<file path="src/rtl/clk_div_pkg.sv">
// Shared defaults, divisor type and helpers for the programmable clock-enable generator.
package clk_div_pkg;

   localparam int DIV_W_DEF    = 8;
   localparam int DIV_RST_DEF  = 2;
   localparam int LOCK_CYC_DEF = 16;

   typedef logic [DIV_W_DEF-1:0] div_t;

   // Number of high cycles in a period of d: ceil(d/2)
   function automatic logic [31:0] half_div(input logic [31:0] d);
      return (d + 32'd1) >> 1;
   endfunction

endpackage

</file>
<file path="src/rtl/clk_div_chan.sv">
// One divider channel: period counter, active/pending divisor and registered ce/div outputs.
module clk_div_chan
   import clk_div_pkg::*;
#(
   parameter int DIV_W   = DIV_W_DEF,
   parameter int DIV_RST = DIV_RST_DEF
) (
   input  logic             clk,
   input  logic             rst_n,
   input  logic             we,
   input  logic [DIV_W-1:0] wdiv,
   input  logic             sync,
   output logic             apply,
   output logic             ce,
   output logic             div
);

   localparam logic [DIV_W-1:0] DIV_ZERO = {DIV_W{1'b0}};
   localparam logic [DIV_W-1:0] DIV_ONE  = {{(DIV_W-1){1'b0}}, 1'b1};

   logic [DIV_W-1:0] cnt_r, cur_div_r, pend_div_r;
   logic             pend_vld_r, ce_r, div_r;

   logic [DIV_W-1:0] cnt_s, cur_div_s, pend_div_s;
   logic             pend_vld_s, ce_s, div_s;
   logic             idle_s, wrap_s, apply_s;
   logic [DIV_W:0]   half_s;

   // Next-state logic: wrap/idle/sync all restart the period at cnt 0 using the newly applied divisor
   always_comb begin
      idle_s    = (cur_div_r == DIV_ZERO);
      wrap_s    = !idle_s && (cnt_r == (cur_div_r - DIV_ONE));
      apply_s   = pend_vld_r && (sync || wrap_s || idle_s);
      cur_div_s = apply_s ? pend_div_r : cur_div_r;

      if (sync || idle_s || wrap_s) begin
         cnt_s = DIV_ZERO;
      end else begin
         cnt_s = cnt_r + DIV_ONE;
      end

      ce_s   = wrap_s && !sync;
      half_s = (DIV_W+1)'(half_div(32'(cur_div_s)));
      div_s  = ({1'b0, cnt_s} < half_s);

      // A write landing on an apply event is kept for the following event
      if (we) begin
         pend_div_s = wdiv;
         pend_vld_s = 1'b1;
      end else if (apply_s) begin
         pend_div_s = pend_div_r;
         pend_vld_s = 1'b0;
      end else begin
         pend_div_s = pend_div_r;
         pend_vld_s = pend_vld_r;
      end
   end

   // Channel state registers
   always_ff @(posedge clk or negedge rst_n) begin
      if (!rst_n) begin
         cnt_r      <= DIV_ZERO;
         cur_div_r  <= DIV_W'(DIV_RST);
         pend_div_r <= DIV_ZERO;
         pend_vld_r <= 1'b0;
         ce_r       <= 1'b0;
         div_r      <= 1'b0;
      end else begin
         cnt_r      <= cnt_s;
         cur_div_r  <= cur_div_s;
         pend_div_r <= pend_div_s;
         pend_vld_r <= pend_vld_s;
         ce_r       <= ce_s;
         div_r      <= div_s;
      end
   end

   assign apply = apply_s;
   assign ce    = ce_r;
   assign div   = div_r;

endmodule

</file>
<file path="src/rtl/clk_div_gen.sv">
// Multi-channel runtime-programmable clock-enable / divided-clock generator with lock indication.
module clk_div_gen
   import clk_div_pkg::*;
#(
   parameter int NUM_CH   = 3,
   parameter int DIV_W    = DIV_W_DEF,
   parameter int DIV_RST  = DIV_RST_DEF,
   parameter int LOCK_CYC = LOCK_CYC_DEF,
   localparam int CH_W    = (NUM_CH > 1) ? $clog2(NUM_CH) : 1
) (
   input  logic              clkin,
   input  logic              reset_n,
   input  logic              cfg_we,
   input  logic [CH_W-1:0]   cfg_ch,
   input  logic [DIV_W-1:0]  cfg_div,
   input  logic              sync,
   output logic [NUM_CH-1:0] ce_o,
   output logic [NUM_CH-1:0] div_o,
   output logic              lock
);

   localparam int LK_W = (LOCK_CYC > 1) ? $clog2(LOCK_CYC) : 1;
   localparam logic [LK_W-1:0] LOCK_MAX = LK_W'(LOCK_CYC - 1);
   localparam logic [LK_W-1:0] LK_ONE   = {{(LK_W-1){1'b0}}, 1'b1};

   logic [NUM_CH-1:0] we_s, apply_s;
   logic              apply_any_s;
   logic [LK_W-1:0]   lock_cnt_r, lock_cnt_s;
   logic              lock_r, lock_s;

   for (genvar i = 0; i < NUM_CH; i++) begin : g_ch
      // Out-of-range channel indices match no channel and are dropped
      assign we_s[i] = cfg_we && (cfg_ch == CH_W'(i));

      clk_div_chan #(
         .DIV_W   (DIV_W),
         .DIV_RST (DIV_RST)
      ) u_chan (
         .clk   (clkin),
         .rst_n (reset_n),
         .we    (we_s[i]),
         .wdiv  (cfg_div),
         .sync  (sync),
         .apply (apply_s[i]),
         .ce    (ce_o[i]),
         .div   (div_o[i])
      );
   end

   assign apply_any_s = |apply_s;

   // Lock counter: restart on any divisor change or sync, saturate at LOCK_CYC-1
   always_comb begin
      if (apply_any_s || sync) begin
         lock_cnt_s = {LK_W{1'b0}};
         lock_s     = 1'b0;
      end else if (lock_cnt_r != LOCK_MAX) begin
         lock_cnt_s = lock_cnt_r + LK_ONE;
         lock_s     = 1'b0;
      end else begin
         lock_cnt_s = lock_cnt_r;
         lock_s     = 1'b1;
      end
   end

   // Lock state registers
   always_ff @(posedge clkin or negedge reset_n) begin
      if (!reset_n) begin
         lock_cnt_r <= {LK_W{1'b0}};
         lock_r     <= 1'b0;
      end else begin
         lock_cnt_r <= lock_cnt_s;
         lock_r     <= lock_s;
      end
   end

   assign lock = lock_r;

endmodule
</file>
<file path="config.mk">
export PLATFORM = sky130hd
export DESIGN_NAME = clk_div_gen
export DESIGN_NICKNAME = d
export VERILOG_FILES = /design/src/rtl/clk_div_pkg.sv /design/src/rtl/clk_div_chan.sv /design/src/rtl/clk_div_gen.sv
export SDC_FILE = /design/constraint.sdc
export NUM_CORES = 1
export LEC_CHECK = 0
export CAP_MARGIN = 15
export CORE_MARGIN = 5
export CORE_UTILIZATION = 44
export DETAILED_ROUTE_END_ITERATION = 10
export GPL_ROUTABILITY_DRIVEN = 0
export SYNTH_ARGS = -nofsm -noshare
export SYNTH_HDL_FRONTEND = slang
export SYNTH_SLANG_ARGS = --single-unit
</file>
<file path="constraint.sdc">
create_clock -name clkin -period 8.7 [get_ports clkin]
set_input_delay 1.305 -clock clkin [delete_from_list [all_inputs] [get_ports clkin]]
set_output_delay 1.305 -clock clkin [all_outputs]
set_load 0.01 [all_outputs]
</file>
After elaboration in Yosys (flattened, before gate mapping)
Cells that the tools add are included.

storage, ports and cells
  flip-flop bits (word level) = 86
  input port bits = 14
  word-level logic and storage cells = 93

operators by class
  equality and inequality tests = 6
  add/sub/neg operators = 10
  reductions and logical operators = 38
  $lt $le $gt $ge = 3
  multiplexer cells = 16

operator list
  operator                                                               number
  8-bit two-way mux                                                      6
  8-bit by 1-bit adder with 9-bit output, second input constant          3
  8-bit by 9-bit less-than comparator with 1-bit output                  3
  8-bit by 1-bit adder with 8-bit output, second input constant          3
  8-bit equality test                                                    3
  8-bit logical NOT                                                      3
  8-bit by 1-bit subtractor with 8-bit output, second input constant     3
  1-bit logical OR                                                       13
  1-bit logical AND                                                      12
  1-bit two-way mux                                                      8
  4-bit two-way mux                                                      2
  2-bit nonzero test                                                     4
  4-bit by 1-bit adder with 4-bit output, second input constant          1
  1-bit logical NOT                                                      4
  4-bit != test, second input constant                                   1
  3-bit OR reduction                                                     1
  2-bit by 1-bit equality test with 1-bit output, second input constant  1
  2-bit equality test, second input constant                             1
  2-bit logical NOT                                                      1

Depth between registers and ports, before layout
  depth in word-level cells = 9
  mapped depth = 23

Hierarchy
From an unflattened synthesis, not the netlist that was laid out.

second synthesis, totals
  cell total of the unflattened synthesis = 547
  area total of the unflattened synthesis = 5,615.4 µm²

by module, submodules not included
  module                             cells an instance  area each (µm²)  instances
  clk_div_chan (g_ch[1].u_chan ...)  170                1,780.5          2
  clk_div_chan (g_ch[0].u_chan)      183                1,805.5          1
  clk_div_gen                        24                 249.0            1

Worst setup path before layout
No wires, ideal clock.

  kind = input-to-reg
  from = input port sync
  to = register g_ch[0].u_chan.div_r
  stages on the path = 17
  required time = 8,596 ps
  path buffers = 2
  library setup time = 104 ps
  path slack = 4,493 ps
  arrival = 4,104 ps
  cells stage by stage = a31oi_1 a21o_1 clkbuf_1 buf_2 mux2_2 ha_1 nor3b_1 a21oi_1 o21ai_0 o21ai_0 ha_1 a21o_1 a21oi_1 nor2b_1 o21ai_0 nand2b_1 a221oi_1

on the way
  longest elaborated chain between the ends = 6
  elaborated cells on any way between the ends = 9
  those cells by class = 1 x add/sub; 1 x order compare; 2 x mux; 5 x reduce/logical

RTL lines
  element                                                line                source
  from (decl)                                            clk_div_gen.sv:16   input logic sync,
  1-bit logical OR (2 in series)                         clk_div_chan.sv:33  apply_s = pend_vld_r && (sync || wrap_s || idle_s);
  1-bit logical AND                                      clk_div_chan.sv:33
  8-bit two-way mux                                      clk_div_chan.sv:34  cur_div_s = apply_s ? pend_div_r : cur_div_r;
  net g_ch[0].u_chan.cur_div_s[1]                        clk_div_chan.sv:24  logic [DIV_W-1:0] cnt_s, cur_div_s, pend_div_s;
  8-bit by 1-bit adder with 9-bit output                 clk_div_pkg.sv:12   return (d + 32'd1) >> 1;
  8-bit by 9-bit less-than comparator with 1-bit output  clk_div_chan.sv:44  div_s = ({1'b0, cnt_s} < half_s);
  net g_ch[0].u_chan.div_s                               clk_div_chan.sv:25  logic pend_vld_s, ce_s, div_s;
  to (signal assigned)                                   clk_div_chan.sv:74  div_r <= div_s;
  to (decl)                                              clk_div_chan.sv:22  logic pend_vld_r, ce_r, div_r;

The timed path passes the listed nets, and every way through them passes these cells.
A chain may end at the register's enable or synchronous reset.

Worst setup path after layout
  from = input port sync
  to = register g_ch[2].u_chan.div_r

on the way
  longest elaborated chain between the ends = 6
  elaborated cells on any way between the ends = 9
  those cells by class = 1 x add/sub; 1 x order compare; 2 x mux; 5 x reduce/logical

RTL lines
  element                                                line
  1-bit logical OR (2 in series)                         clk_div_chan.sv:33
  1-bit logical AND                                      clk_div_chan.sv:33
  8-bit two-way mux                                      clk_div_chan.sv:34
  net g_ch[2].u_chan.cur_div_s[1]                        clk_div_chan.sv:24
  8-bit by 1-bit adder with 9-bit output                 clk_div_pkg.sv:12
  8-bit by 9-bit less-than comparator with 1-bit output  clk_div_chan.sv:44
  net g_ch[2].u_chan.div_s                               clk_div_chan.sv:25
  to (signal assigned)                                   clk_div_chan.sv:74
  to (decl)                                              clk_div_chan.sv:22

The timed path passes the listed nets, and every way through them passes these cells.

==> metrics.md <==
| Metric | Value |
|---|---|
| Post-Layout Cell Count | between 700 and 800 |
| Crit end category | flop |
| Vias per cell | around 5.5 |
| DR DRC count | 0 |
| Fmax | approximately 0.19 GHz |
| Die height | around 120 um |
| Post-route setup slack | ~3.5 ns |
| Initial antenna violation count | 0 |
| Max Cap Violations | 0 |
| Ys async rst share | 100% |
| Number of flops mapped to enable cells by yosys | 0 |
| Top cells by area, synth | dfrtp_1 37%, mux2_2 9.3%, ha_1 6.9% |
| Initial Utilization | about 45% |
| Die area | 15100 um^2 |
| CTS Root Buffer Type | clkbuf_16 |
| CP Launch Type | primary input |
| Syn avg cell area | 9.75 um^2 |
| Wire length per cell | about 16 um |
| Placed Cells | approximately 740 |
| Pre-CTS WS | around 3.2 ns |
| Antenna Cells | 0 |
| Count leader, synth | dfrtp_1 |
| Initial DRC Count | between 200 and 250 |
| Worst Hold Class | flop to flop |
| WS Path Type | primary input to flop |
| Worst-Margin Slew | 0.867 ns |
| Cts repair resizes | 0 |
| Synth cell types | 53 |
| Most frequent cells after synthesis | 83 x dfrtp_1, 53 x nor2_1, 46 x mux2_2 |
| Clock transition at path regs | 0.06 ns |
| Final Routed Wirelength | roughly 12000 um |
| Slew Limit Fails | 0 |
| Synthesized Nets | just over 600 |
| Most used DFF post-synth | dfrtp_1 |
| Seq/Total Area, Yosys | just under 40% |
| Lkg Pwr | between 2 and 3 nW |
| Core ar. | ~13000 um^2 |
| Fin crit period | approximately 5.2 ns |
| Post-DRT Antenna Nets | 0 |
| Die width | 123 um |
| GRT Overall Usage | roughly 18% |
| Register area | around 2200 um^2 |
| CP Max Fanout | 19 |
| Max IR drop VDD | 0.139 mV |
| Clock Sinks | 86 |
| Hold Fails Final Rpt | 0 |
| TritonCTS clock tree | built |
| IO buf count | 20 |
| Synthesized flop and latch total | 86 |
| Post-cts hold buffer count | 0 |
| Multi-input gate area | approximately 3200 um^2 |
| Drt first pass iters | 4 |
| Via count | a little over 4000 |
| Filler Cell Count | 1187 |
| Rows | 41 |
| Global-route wire length before repair | between 20000 and 25000 um |
| Share of layout cells above drive strength 1 | a little over an eighth |
| Cts bufs inserted | 9 |
| Worst-skew pair later-pin latency | approximately 0.34 ns |
| P&R area growth vs syn | 10.5% |
| Crit path DAT | 5.48 ns |
| Max H-tree Level | 3 |
| CP required | about 9 ns |
| CTS Buffer Depth | 2 |
| Total Negative Setup Slacks | 0 ns |
| Vias in the first global route | about 4200 |
| Status | finished clean |
| Power Dens Cells | between 200 and 300 nW/um^2 |
| Post-CTS setup buffer count | 0 |
| Clock skew | about 0.0074 ns |
| Unrepaired setup endpoints after global routing | false |
| Post-DP HPWL | 9120 um |
| Largest net degree at the start of global routing | 70 |
| Post-synth top area share | 37.1% |
| Yosys warns | 0 |
| Grt ovf | 0 |
| Layout net count | 626 |
| Synthesized cell area | approximately 5600 um^2 |
| Synth area leader | dfrtp_1 |
| Setup-failing EPs final | 0 |
| Final period util | around 60% |
| Worst rel slew slack | 42.2% |
| Syn Inst Count | approximately 570 |
| IO Count | 21 |
[worst max-delay path: stages]
cell and delay, ns:
clkdlybuf4s50_1 0.72, a21oi_1 0.46, o21ai_2 0.22, nand2_1 0.61, mux2_2 0.43, ha_1 0.29, nand3b_1 0.21, a21oi_1 0.14
a211o_1 0.11, nor3_1 0.04, ha_1 0.18, a21oi_1 0.14, nor2b_1 0.05, o21ai_0 0.14, nand2b_1 0.07, a21oi_1 0.15
o21ai_0 0.10, a21oi_1 0.11
[kinds of logic after synthesis]
logic type	after synthesis	synth area share [%]
and+or+nand+nor	207	19.3
DFF	86	38.5
xor gates and xnor gates	75	11.7
AOI/OAI and AO/OA	73	8.38
muxes	59	11.7
buffers and inverters	43	3.47
adders and majority gates	31	6.93
[final timing paths]
kind / cells past startpoint / slack (ns) / endpoint / start
worst max-delay path: 18 / 3.48 / g_ch[2].u_chan.div / sync
worst min-delay path: 2 / 0.54 / g_ch[0].u_chan.pend_vld_r / g_ch[0].u_chan.pend_vld_r
worst max register to register: 22 / 3.91 / g_ch[2].u_chan.div / g_ch[2].u_chan.cur_div_r[0]
worst min register to register: 2 / 0.54 / g_ch[0].u_chan.pend_vld_r / g_ch[0].u_chan.pend_vld_r
max in group asynchronous: 2 / 6.74 / g_ch[0].u_chan.cnt_r[0] / reset_n
min in group asynchronous: 1 / 0.82 / g_ch[1].u_chan.cnt_r[5] / reset_n
[power breakdown]
group / switching (W) / total (W) / internal, W
Combinational: 0.000339 / 0.000689 / 0.000350
Clock: 0.000152 / 0.000379 / 0.000228
Sequential: 0.000186 / 0.000685 / 0.000499
Total: 0.000677 / 0.00175 / 0.00108
[registers in the layout, summed over array words and instances (netlist names)]
signal                  count
lock                        1
g_ch.u_chan.ce              3
g_ch.u_chan.pend_vld_r      3
g_ch.u_chan.cnt_r          24
g_ch.u_chan.div             3
g_ch.u_chan.pend_div_r     24
g_ch.u_chan.cur_div_r      24
lock_cnt_r                  4
[metrics by stage]
step                hold WS (ns)  power [W]  instance area, um^2  utilization, %
global route               0.564    0.00189                 6180            49.2
finish                     0.536    0.00175                 6180            49.2
CTS                        0.537    0.00177                 6180            49.2
detailed placement         0.524    0.00138                 5890            46.9
global placement           0.513    0.00136                 5890            46.9
floorplan                  0.490    0.00120                 5600               -
[cell type report]
cell class | instances | share of cell area (%)
multi-input combinational | 445 | 52.5
sequential | 86 | 34.9
clock buffer | 11 | 3.92
tap | 172 | 3.48
timing repair buffer | 22 | 3.44
inverter | 17 | 1.03
clock inverter | 4 | 0.769
[metal layers]
layer / part of all wire [%] / global-route usage [%]
met5: 0 / 0
met1: 50 / 25.2
met4: 2.1 / 7.77
met2: 45 / 26.6
met3: 2.5 / 2.35
[placed cells by master (no fill, tap or decap), types with 2 or more instances in the layout]
master	count
dfrtp_1	83
nor2_1	53
mux2_2	46
xnor2_1	42
nand3_1	40
xor2_1	33
nand2_1	31
ha_1	31
o21ai_0	22
a21oi_1	21
clkdlybuf4s50_1	19
inv_1	17
nor3_1	17
and3_1	14
mux2i_1	12
nand4_1	9
clkbuf_16	9
nand3b_1	8
nor3b_1	6
and4_1	6
a21o_1	5
nand2b_1	5
nor2b_1	5
a31oi_1	4
or3_1	3
dfstp_2	3
buf_4	3
a31o_2	2
nor4_1	2
o21bai_1	2
a21bo_2	2
a41oi_1	2
and4b_1	2
a211o_1	2
clkinv_2	2
Note: power is estimated with default switching activity, not from simulation.
